==> src/rtl/cordic_engine.sv <==
// cordic_engine: iterative circular CORDIC, vectoring or rotation per transaction, valid/ready on both sides.
// Define CORDIC_GAIN_COMP_EN to add a 1/K gain-compensation stage (one extra cycle of latency).
module cordic_engine #(
  parameter int WIDTH     = 16,
  parameter int ITERATION = 12
) (
  input  logic                    clk,
  input  logic                    rst,
  input  logic                    i_valid,
  output logic                    i_ready,
  input  logic                    i_mode,
  input  logic signed [WIDTH-1:0] ix,
  input  logic signed [WIDTH-1:0] iy,
  input  logic [31:0]             iz,
  output logic                    o_valid,
  input  logic                    o_ready,
  output logic signed [WIDTH+1:0] ox,
  output logic signed [WIDTH+1:0] oy,
  output logic [31:0]             oz
);

  localparam int XW = WIDTH + 2;
  localparam logic [3:0] LAST_ITER = 4'(ITERATION - 1);

  typedef enum logic [2:0] {
    S_IDLE = 3'd0,
    S_PRE  = 3'd1,
    S_ITER = 3'd2,
`ifdef CORDIC_GAIN_COMP_EN
    S_GAIN = 3'd3,
`endif
    S_DONE = 3'd4
  } state_t;

  state_t                state_r;
  logic                  mode_r;
  logic [3:0]            iter_cnt_r;
  logic signed [XW-1:0]  x_r, y_r;
  logic [31:0]           z_r;
  logic                  i_ready_r, o_valid_r;
  logic signed [XW-1:0]  ox_r, oy_r;
  logic [31:0]           oz_r;

  logic                  pre_flip_s, d_pos_s;
  logic signed [XW-1:0]  x_sh_s, y_sh_s, x_nxt_s, y_nxt_s;
  logic [31:0]           atan_s, z_nxt_s;

  // atan(2^-i) in units of 2^32 per full turn
  function automatic logic [31:0] atan_lut(input logic [3:0] idx);
    case (idx)
      4'd0:    atan_lut = 32'h2000_0000;
      4'd1:    atan_lut = 32'h12E4_051E;
      4'd2:    atan_lut = 32'h09FB_385B;
      4'd3:    atan_lut = 32'h0511_11D4;
      4'd4:    atan_lut = 32'h028B_0D43;
      4'd5:    atan_lut = 32'h0145_D7E1;
      4'd6:    atan_lut = 32'h00A2_F61E;
      4'd7:    atan_lut = 32'h0051_7C55;
      4'd8:    atan_lut = 32'h0028_BE53;
      4'd9:    atan_lut = 32'h0014_5F2F;
      4'd10:   atan_lut = 32'h000A_2F98;
      4'd11:   atan_lut = 32'h0005_17CC;
      4'd12:   atan_lut = 32'h0002_8BE6;
      4'd13:   atan_lut = 32'h0001_45F3;
      4'd14:   atan_lut = 32'h0000_A2FA;
      4'd15:   atan_lut = 32'h0000_517D;
      default: atan_lut = 32'h0000_0000;
    endcase
  endfunction

`ifdef CORDIC_GAIN_COMP_EN
  localparam logic signed [16:0]    INV_K    = 17'sh04DBA;
  localparam logic signed [XW+16:0] HALF_LSB = {{(XW+2){1'b0}}, 15'h4000};

  // Multiply by 1/K in Q1.15 and round half up back to the x/y width
  function automatic logic signed [XW-1:0] gain_scale(input logic signed [XW-1:0] v);
    logic signed [XW+16:0] prod;
    prod = (XW+17)'(v) * (XW+17)'(INV_K);
    prod = prod + HALF_LSB;
    gain_scale = prod[XW+14:15];
  endfunction
`endif

  // Fold into the right half-plane so the micro-rotations can converge
  always_comb begin
    pre_flip_s = mode_r ? (z_r[31] ^ z_r[30]) : x_r[XW-1];
  end

  // One micro-rotation for the current iteration index
  always_comb begin
    x_sh_s  = x_r >>> iter_cnt_r;
    y_sh_s  = y_r >>> iter_cnt_r;
    atan_s  = atan_lut(iter_cnt_r);
    d_pos_s = mode_r ? ~z_r[31] : y_r[XW-1];
    if (d_pos_s) begin
      x_nxt_s = x_r - y_sh_s;
      y_nxt_s = y_r + x_sh_s;
      z_nxt_s = z_r - atan_s;
    end else begin
      x_nxt_s = x_r + y_sh_s;
      y_nxt_s = y_r - x_sh_s;
      z_nxt_s = z_r + atan_s;
    end
  end

  // Transaction FSM with datapath and registered handshake/result outputs
  always_ff @(posedge clk or posedge rst) begin
    if (rst) begin
      state_r    <= S_IDLE;
      mode_r     <= 1'b0;
      iter_cnt_r <= 4'd0;
      x_r        <= '0;
      y_r        <= '0;
      z_r        <= 32'h0000_0000;
      i_ready_r  <= 1'b1;
      o_valid_r  <= 1'b0;
      ox_r       <= '0;
      oy_r       <= '0;
      oz_r       <= 32'h0000_0000;
    end else begin
      case (state_r)
        S_IDLE: begin
          if (i_valid && i_ready_r) begin
            x_r        <= {{2{ix[WIDTH-1]}}, ix};
            y_r        <= {{2{iy[WIDTH-1]}}, iy};
            z_r        <= iz;
            mode_r     <= i_mode;
            iter_cnt_r <= 4'd0;
            i_ready_r  <= 1'b0;
            state_r    <= S_PRE;
          end
        end
        S_PRE: begin
          if (pre_flip_s) begin
            x_r <= -x_r;
            y_r <= -y_r;
            z_r <= z_r + 32'h8000_0000;
          end
          state_r <= S_ITER;
        end
        S_ITER: begin
          x_r <= x_nxt_s;
          y_r <= y_nxt_s;
          z_r <= z_nxt_s;
          if (iter_cnt_r == LAST_ITER) begin
            iter_cnt_r <= 4'd0;
`ifdef CORDIC_GAIN_COMP_EN
            state_r    <= S_GAIN;
`else
            ox_r       <= x_nxt_s;
            oy_r       <= y_nxt_s;
            oz_r       <= z_nxt_s;
            o_valid_r  <= 1'b1;
            state_r    <= S_DONE;
`endif
          end else begin
            iter_cnt_r <= iter_cnt_r + 4'd1;
          end
        end
`ifdef CORDIC_GAIN_COMP_EN
        S_GAIN: begin
          ox_r      <= gain_scale(x_r);
          oy_r      <= gain_scale(y_r);
          oz_r      <= z_r;
          o_valid_r <= 1'b1;
          state_r   <= S_DONE;
        end
`endif
        S_DONE: begin
          if (o_ready) begin
            o_valid_r <= 1'b0;
            i_ready_r <= 1'b1;
            state_r   <= S_IDLE;
          end
        end
        default: begin
          o_valid_r  <= 1'b0;
          i_ready_r  <= 1'b1;
          iter_cnt_r <= 4'd0;
          state_r    <= S_IDLE;
        end
      endcase
    end
  end

  assign i_ready = i_ready_r;
  assign o_valid = o_valid_r;
  assign ox      = ox_r;
  assign oy      = oy_r;
  assign oz      = oz_r;

endmodule
==> config.mk <==
export PLATFORM = sky130hd
export DESIGN_NAME = cordic_engine
export DESIGN_NICKNAME = d
export VERILOG_FILES = /design/src/rtl/cordic_engine.sv
export SDC_FILE = /design/constraint.sdc
export NUM_CORES = 1
export LEC_CHECK = 0
export CAP_MARGIN = 20
export CELL_PAD_IN_SITES_DETAIL_PLACEMENT = 2
export CELL_PAD_IN_SITES_GLOBAL_PLACEMENT = 2
export CORE_MARGIN = 5
export CORE_UTILIZATION = 36
export DETAILED_ROUTE_END_ITERATION = 6
export HOLD_SLACK_MARGIN = 0.1
export PLACE_DENSITY_LB_ADDON = 0.2
export SETUP_SLACK_MARGIN = 0.2
export SYNTH_ARGS = -nofsm -noshare
export SYNTH_HDL_FRONTEND = slang
export SYNTH_SLANG_ARGS = --single-unit
==> constraint.sdc <==
create_clock -name clk -period 6.6 [get_ports clk]
set_clock_uncertainty 0.1 [all_clocks]
set_input_delay 0.66 -clock clk [delete_from_list [all_inputs] [get_ports clk]]
set_output_delay 0.66 -clock clk [all_outputs]
set_load 0.005 [all_outputs]
Word level (Yosys, flattened, before mapping). Memory sizes are Yosys's and may differ from the RTL's. Cells that the tools add are included.

Bits in registers: 146. Output and inout bits: 70. Memories kept: 1. Logic and storage cells: 77. Memory bits (read-only): 480. Input bits: 69.

Shift operators: 2. Bitwise operators: 5. Reductions and logical operators: 13. Eq/ne operators: 8. Add/sub/neg operators: 10. Muxes and demuxes: 27.

Memory list: (name not given) (words 16, width 30, rd ports 1, clocked after Yosys merged registers in 0, write ports 0, line 50) `case (idx)`.

Operators by type and width (number): $mux 18 (6); $pmux 18 s3 (2); $mux 32 (3); $pmux 32 s3 (1); $add 18x18->18 (2); $neg 18->18 (2); $sshr 18x4->18 (2); $sub 18x18->18 (2); $add 32x32->32 (1); $add 32x32->32 const B (1); $sub 32x32->32 (1); $pmux 3 s4 (1); $pmux 4 s3 (1); $reduce_and 3->1 (4); $mux 3 (3); $mux 4 (2); $ne 2x2->1 const B (4); $mux 1 (6); $pmux 1 s3 (2); $reduce_and 2->1 (3); $reduce_or 2->1 (3); $add 4x1->4 const B (1); $eq 4x4->1 const B (1); $not 1->1 (4); 7 further kinds (7).

Logic depth before layout (Yosys ltp). Gate-level depths: netlist (run 1).

Depth in word-level cells: 4. Depth in mapped cells: 26.

Worst setup path after synthesis (run 1). Ideal clock, no wire load.

Path type: register to register. Start: register iter_cnt_r[1]. End: register z_r[29]. Setup time: 0.121 ns. Clock period less this slack: 5.714 ns. Cell stages (with the launch flop): 24. Slack: 0.886 ns. Data arrival time: 5.493 ns. Buffers on the path: 3. Cell sequence: dfrtp_1 buf_4 clkinv_1 clkbuf_1 ha_1 clkbuf_1 inv_1 mux4_2 nor3_1 nand3_1 nor2_1 nand2_1 o31ai_1 a21boi_2 xor2_1 ha_1 nand4_1 nor2_1 a221o_1 and3_1 a211oi_1 mux2i_1 a31oi_1 o22a_1.

Word-level cells in the longest chain between the ends: 4. Elaborated cells between the ends (all ways): 5.

Ends and longest elaborated chain: from (decl) (line 37) `logic [3:0] iter_cnt_r;`; from (signal assigned) (line 157) `iter_cnt_r <= iter_cnt_r + 4'd1;`; $mem_v2 16x30 *; $add 32x32->32 / $sub 32x32->32 (equally long branches) (line 102, 98); $mux 32 * (line 95) `if (d_pos_s) begin`; $pmux 32 s3 * (line 121) `case (state_r)`; to (signal assigned) (line 126) `z_r <= iz;`; to (signal assigned) (line 137) `z_r <= z_r + 32'h8000_0000;`; to (signal assigned) (line 144) `z_r <= z_nxt_s;`; to (decl) (line 39) `logic [31:0] z_r;`.

Every way passes the cells marked *; elsewhere a longest branch is shown, timed or not. A chain may end at the register's enable or synchronous reset.

Worst setup path after layout (run 1).
Start: register iter_cnt_r[0]. End: register x_r[16].

Word-level cells in the longest chain between the ends: 4. Elaborated cells between the ends (all ways): 5.

Ends and longest elaborated chain: $sshr 18x4->18 * (line 92) `y_sh_s = y_r >>> iter_cnt_r;`; $add 18x18->18 / $sub 18x18->18 (equally long branches) (line 100, 96); $mux 18 * (line 95); $pmux 18 s3 * (line 121); to (signal assigned) (line 124) `x_r <= {{2{ix[WIDTH-1]}}, ix};`; to (signal assigned) (line 135) `x_r <= -x_r;`; to (signal assigned) (line 142) `x_r <= x_nxt_s;`; to (decl) (line 38) `logic signed [XW-1:0] x_r, y_r;`.

Marks and branches as above.

==> results of run 1 <==
cell type report:
type | instances | area (µm²) | share of cell area [%]
clock buffers | 19 | 453 | 2.85
clock inverters | 13 | 183 | 1.15
inverters | 43 | 170 | 1.07
multi-input cells | 1318 | 9220 | 58.0
flip-flops and latches | 146 | 3660 | 23.0
well taps | 511 | 639 | 4.02
repair buffers | 163 | 1580 | 9.95
sequential cells by signal (all words and copies together) (netlist names):
signal and cells:
oy 18, z_r 32, oz 32, mode_r 1, ox 18, o_valid 1, x_r 18, i_ready 1
state_r 3, y_r 18, iter_cnt_r 4
layout by cell type (no fill, tap or decap), drive strengths merged, types with 7 or more instances in the layout:
cell	n
a211oi	10
a21o	27
a21oi	144
a221oi	33
a22oi	15
a31oi	32
and2	9
and3	8
buf	25
clkbuf	19
clkdlybuf4s50	138
clkinv	7
dfrtp	145
ha	79
inv	40
mux2	42
mux2i	24
mux4	33
nand2	166
nand2b	20
nand3	13
nor2	176
nor2b	18
nor3	31
nor4	9
o211ai	11
o21a	18
o21ai	121
o22ai	9
o31ai	12
or2	11
or3	18
xnor2	81
xor2	56
repair_timing:
| item | 4_1_cts | 5_1_grt |
|---|---|---|
| buffers inserted | 0 | 0 |
| gates resized for setup | 0 | 2 |
| setup endpoints to repair | 0 | 3 |
| hold endpoints to repair | 0 | 0 |
kinds of logic (layout without fill, tap and decap cells):
family | count (synthesis) | in the layout | share of synthesized area, %
compound gates | 497 | 497 | 23.5
xor+xnor | 137 | 137 | 8.87
fa+ha+maj | 82 | 82 | 7.75
buf+inv | 160 | 238 | 5.15
flops | 146 | 146 | 27.0
mux | 99 | 99 | 10.8
simple gates | 503 | 503 | 16.9
layer usage:
metal	track usage, %	vias to the layer above
li1	-	6018
met1	28.8	6722
met2	45.8	237
met3	3.50	59
met4	7.08	0
met5	0	-
synthesized netlist by cell type, drive strengths merged (4+ instances only):
master and number:
nor2 176, nand2 166, dfrtp 145, a21oi 144, o21ai 121, clkbuf 84
xnor2 81, ha 79, xor2 56, mux2 42, inv 39, a221oi 33
buf 33, mux4 33, a31oi 32, nor3 31, a21o 27, mux2i 24
nand2b 20, nor2b 18, o21a 18, or3 18, a22oi 15, nand3 13
o31ai 12, o211ai 11, or2 11, a211oi 10, and2 9, nor4 9
o22ai 9, and3 8, a21boi 6, a32oi 6, o221ai 6, nor3b 5
o21bai 5, or4 5, a31o 4, a41oi 4, clkinv 4, nand4 4
stage by stage:
stage	utilization [%]	std cells	hold slack [ns]	setup slack (ns)	cell area (µm²)
after global placement	40.8	2180	0.358	0.889	15300
after detailed placement	40.8	2180	0.374	0.725	15300
final	42.5	2213	0.385	0.662	15900
after global routing	42.5	2213	0.410	0.222	15900
after CTS	42.5	2212	0.390	0.583	15900
after floorplan	-	1624	0.345	0.886	13500
worst max path at each step:
stage / startpoint / endpoint / slack, ns
floorplan: iter_cnt_r[1] / z_r[29] / 0.89
global placement: iter_cnt_r[0] / ox[17] / 0.89
detailed placement: iter_cnt_r[0] / ox[17] / 0.73
CTS: iter_cnt_r[0] / x_r[16] / 0.58
global route: iter_cnt_r[1] / z_r[24] / 0.22
finish: iter_cnt_r[0] / x_r[16] / 0.66
critical path: cells and delay by family (launching register included):
family,cells,cell delay [ns]
xor gates and xnor gates,2,0.36
and+or+nand+nor,5,0.76
adders and majority gates,1,0.31
AOI/OAI and AO/OA,9,2.49
buffers and inverters,2,0.79
DFF,1,0.39
muxes,1,0.58
==> flow_results.xml, run 1 <==
<?xml version="1.0" encoding="UTF-8"?>
<metrics>
  <group name="status">
    <metric name="run_status" unit="">finished clean</metric>
  </group>
  <group name="yosys">
    <metric name="synthArstFlopShare" unit="%">100</metric>
    <metric name="synth.yosys.seq_area_share" unit="%">27.0</metric>
    <metric name="edff_count_synth" unit="">0</metric>
    <metric name="post_synth_top_area_share" unit="%">26.8</metric>
    <metric name="synth-seq-cells" unit="">146</metric>
    <metric name="synth.area.top_cells" unit="">sky130_fd_sc_hd__dfrtp_1 (27%), sky130_fd_sc_hd__ha_1 (7.3%), sky130_fd_sc_hd__a21oi_1 (5.3%)</metric>
    <metric name="synth_net_count" unit="">1775</metric>
    <metric name="syn_area" unit="µm²">13500</metric>
    <metric name="syn_inst" unit="">1624</metric>
    <metric name="synth.largest_area_cell" unit="">sky130_fd_sc_hd__dfrtp_1</metric>
    <metric name="yosys_warnings" unit="">0</metric>
    <metric name="ys_dominant_reg_cell" unit="">sky130_fd_sc_hd__dfrtp_1</metric>
    <metric name="syn-mean-instance-area" unit="µm²">8.33</metric>
    <metric name="netlist-cell-type-count" unit="">82</metric>
  </group>
  <group name="setup_path">
    <metric name="r2r_cells" unit="">20</metric>
    <metric name="crit_path_most_repeated_cell" unit="">sky130_fd_sc_hd__o21ai_0</metric>
    <metric name="worst_r2r_startpoint" unit="">iter_cnt_r[0]</metric>
    <metric name="start_to_end_type_of_the_worst_setup_path" unit="">reg2reg</metric>
    <metric name="r2r_slack" unit="ns">0.66</metric>
    <metric name="critPathArrivalTime" unit="ns">6.19</metric>
    <metric name="cpMaxStageDelayCell" unit="">sky130_fd_sc_hd__mux4_2</metric>
    <metric name="critical_path.max_fanout" unit="">39</metric>
    <metric name="worstSetupEndpointType" unit="">register</metric>
    <metric name="timing.critical_path.required" unit="ns">6.85</metric>
    <metric name="r2r-end" unit="">x_r[16]</metric>
    <metric name="crit_path_max_incr_delay" unit="ns">0.58</metric>
    <metric name="worst_setup_start_kind" unit="">register</metric>
    <metric name="critical_path.cell_chain" unit="">buf_4, buf_6, mux4_2, a22oi_1, o21ai_0, nor2_1, nand3_1, o21ai_0, xor2_1, ha_1, o21a_1, nor2_1, nor2b_1, o2111ai_1, nand3_1, o41ai_1, o21ai_0, a31oi_1, xnor2_1, a221o_1</metric>
  </group>
  <group name="timing">
    <metric name="timing_max_transition_violations_final" unit="">0</metric>
    <metric name="setup_viol" unit="">0</metric>
    <metric name="report.final.hold_viol_count" unit="">0</metric>
    <metric name="total_negative_slack_for_setup_checks" unit="ns">0</metric>
    <metric name="post-route-period-util" unit="%">90.0</metric>
    <metric name="slew_headroom" unit="%">32.0</metric>
    <metric name="fin_crit" unit="ns">5.94</metric>
    <metric name="grt_setup_unrepaired" unit="">false</metric>
    <metric name="fmax" unit="MHz">168</metric>
    <metric name="worstMarginPinSlew" unit="ns">1.02</metric>
  </group>
  <group name="floorplanning">
    <metric name="core" unit="µm²">37400</metric>
    <metric name="floorplan.die.height" unit="µm">204</metric>
    <metric name="die_area" unit="µm²">41500</metric>
    <metric name="io-pin-count" unit="">139</metric>
    <metric name="std_cell_rows" unit="">71</metric>
    <metric name="die_x" unit="µm">204</metric>
    <metric name="initial_core_util" unit="%">36.2</metric>
  </group>
  <group name="detailed_routing">
    <metric name="initialDrtViolationCount" unit="">503</metric>
    <metric name="firstDrtPassIters" unit="">5</metric>
    <metric name="top_signal_layer_used" unit="">met4</metric>
    <metric name="wl_met2" unit="µm">27100</metric>
    <metric name="vias_per_cell" unit="">5.89</metric>
    <metric name="avgRoutedWirePerCell" unit="µm">23.1</metric>
    <metric name="postRouteWirelength" unit="µm">51200</metric>
    <metric name="m1WireLength" unit="µm">21400</metric>
    <metric name="detail_route.drc_violations" unit="">0</metric>
    <metric name="vias" unit="">13000</metric>
    <metric name="route.antenna.remaining_nets" unit="">0</metric>
    <metric name="met3_length" unit="µm">1580</metric>
  </group>
  <group name="global_routing">
    <metric name="grt_pass1_wl" unit="µm">81200</metric>
    <metric name="grt_antenna_before_repair" unit="">0</metric>
    <metric name="grt_pass1_vias" unit="">14200</metric>
    <metric name="maximum_number_of_pins_on_one_net_before_global_route_repair" unit="">93</metric>
    <metric name="grt_overflow" unit="">0</metric>
    <metric name="groute.usage.overall" unit="%">24.4</metric>
  </group>
  <group name="clocking">
    <metric name="clk_root_buf" unit="">sky130_fd_sc_hd__clkbuf_16</metric>
    <metric name="numClockSinks" unit="">146</metric>
    <metric name="clock_latency" unit="ns">0.46</metric>
    <metric name="holdBufCountCts" unit="">0</metric>
    <metric name="cts.htree.levels" unit="">4</metric>
    <metric name="clock_tree_from_tritoncts" unit="">yes</metric>
    <metric name="cts_inserted_buffers" unit="">17</metric>
    <metric name="cts_max_path_buffers" unit="">2</metric>
    <metric name="worst_setup_hold_path_clk_slew" unit="ns">0.07</metric>
  </group>
  <group name="final_layout">
    <metric name="antenna_diodes" unit="">0</metric>
    <metric name="drive_gt1_share" unit="%">10.2</metric>
    <metric name="filler_cell_count" unit="">4160</metric>
    <metric name="synthToLayoutAreaGrowth" unit="%">17.6</metric>
    <metric name="nNetsFinal" unit="">1840</metric>
  </group>
  <group name="place">
    <metric name="hpwl" unit="µm">36900</metric>
    <metric name="final_wtd_congestion" unit="">0.880</metric>
    <metric name="buffer_ports.inserted" unit="">138</metric>
  </group>
  <group name="worst_hold_path">
    <metric name="timing.hold.worst_endpoint" unit="">z_r[2]</metric>
    <metric name="hold_depth" unit="">2</metric>
    <metric name="min-delay-path-class" unit="">reg2reg</metric>
    <metric name="holdCritStartpoint" unit="">z_r[2]</metric>
  </group>
  <group name="job">
    <metric name="timing.max_cap.violations" unit="">0</metric>
  </group>
</metrics>
Power of run 1 is left out: the tool's default activity adds up to more than one toggle a clock period on the data nets, which glitch-free logic cannot reach.
==> run 2, diff against run 1 <==
--- a/config.mk
+++ b/config.mk
@@ -14,6 +14,7 @@
 export HOLD_SLACK_MARGIN = 0.1
 export PLACE_DENSITY_LB_ADDON = 0.2
 export SETUP_SLACK_MARGIN = 0.2
+export SKIP_CTS_REPAIR_TIMING = 1
 export SYNTH_ARGS = -nofsm -noshare
 export SYNTH_HDL_FRONTEND = slang
 export SYNTH_SLANG_ARGS = --single-unit
==> results of run 2 <==
No change in the layout: final DEF, timing and power equal those of run 1.
Power of run 2 is left out for the same reason.
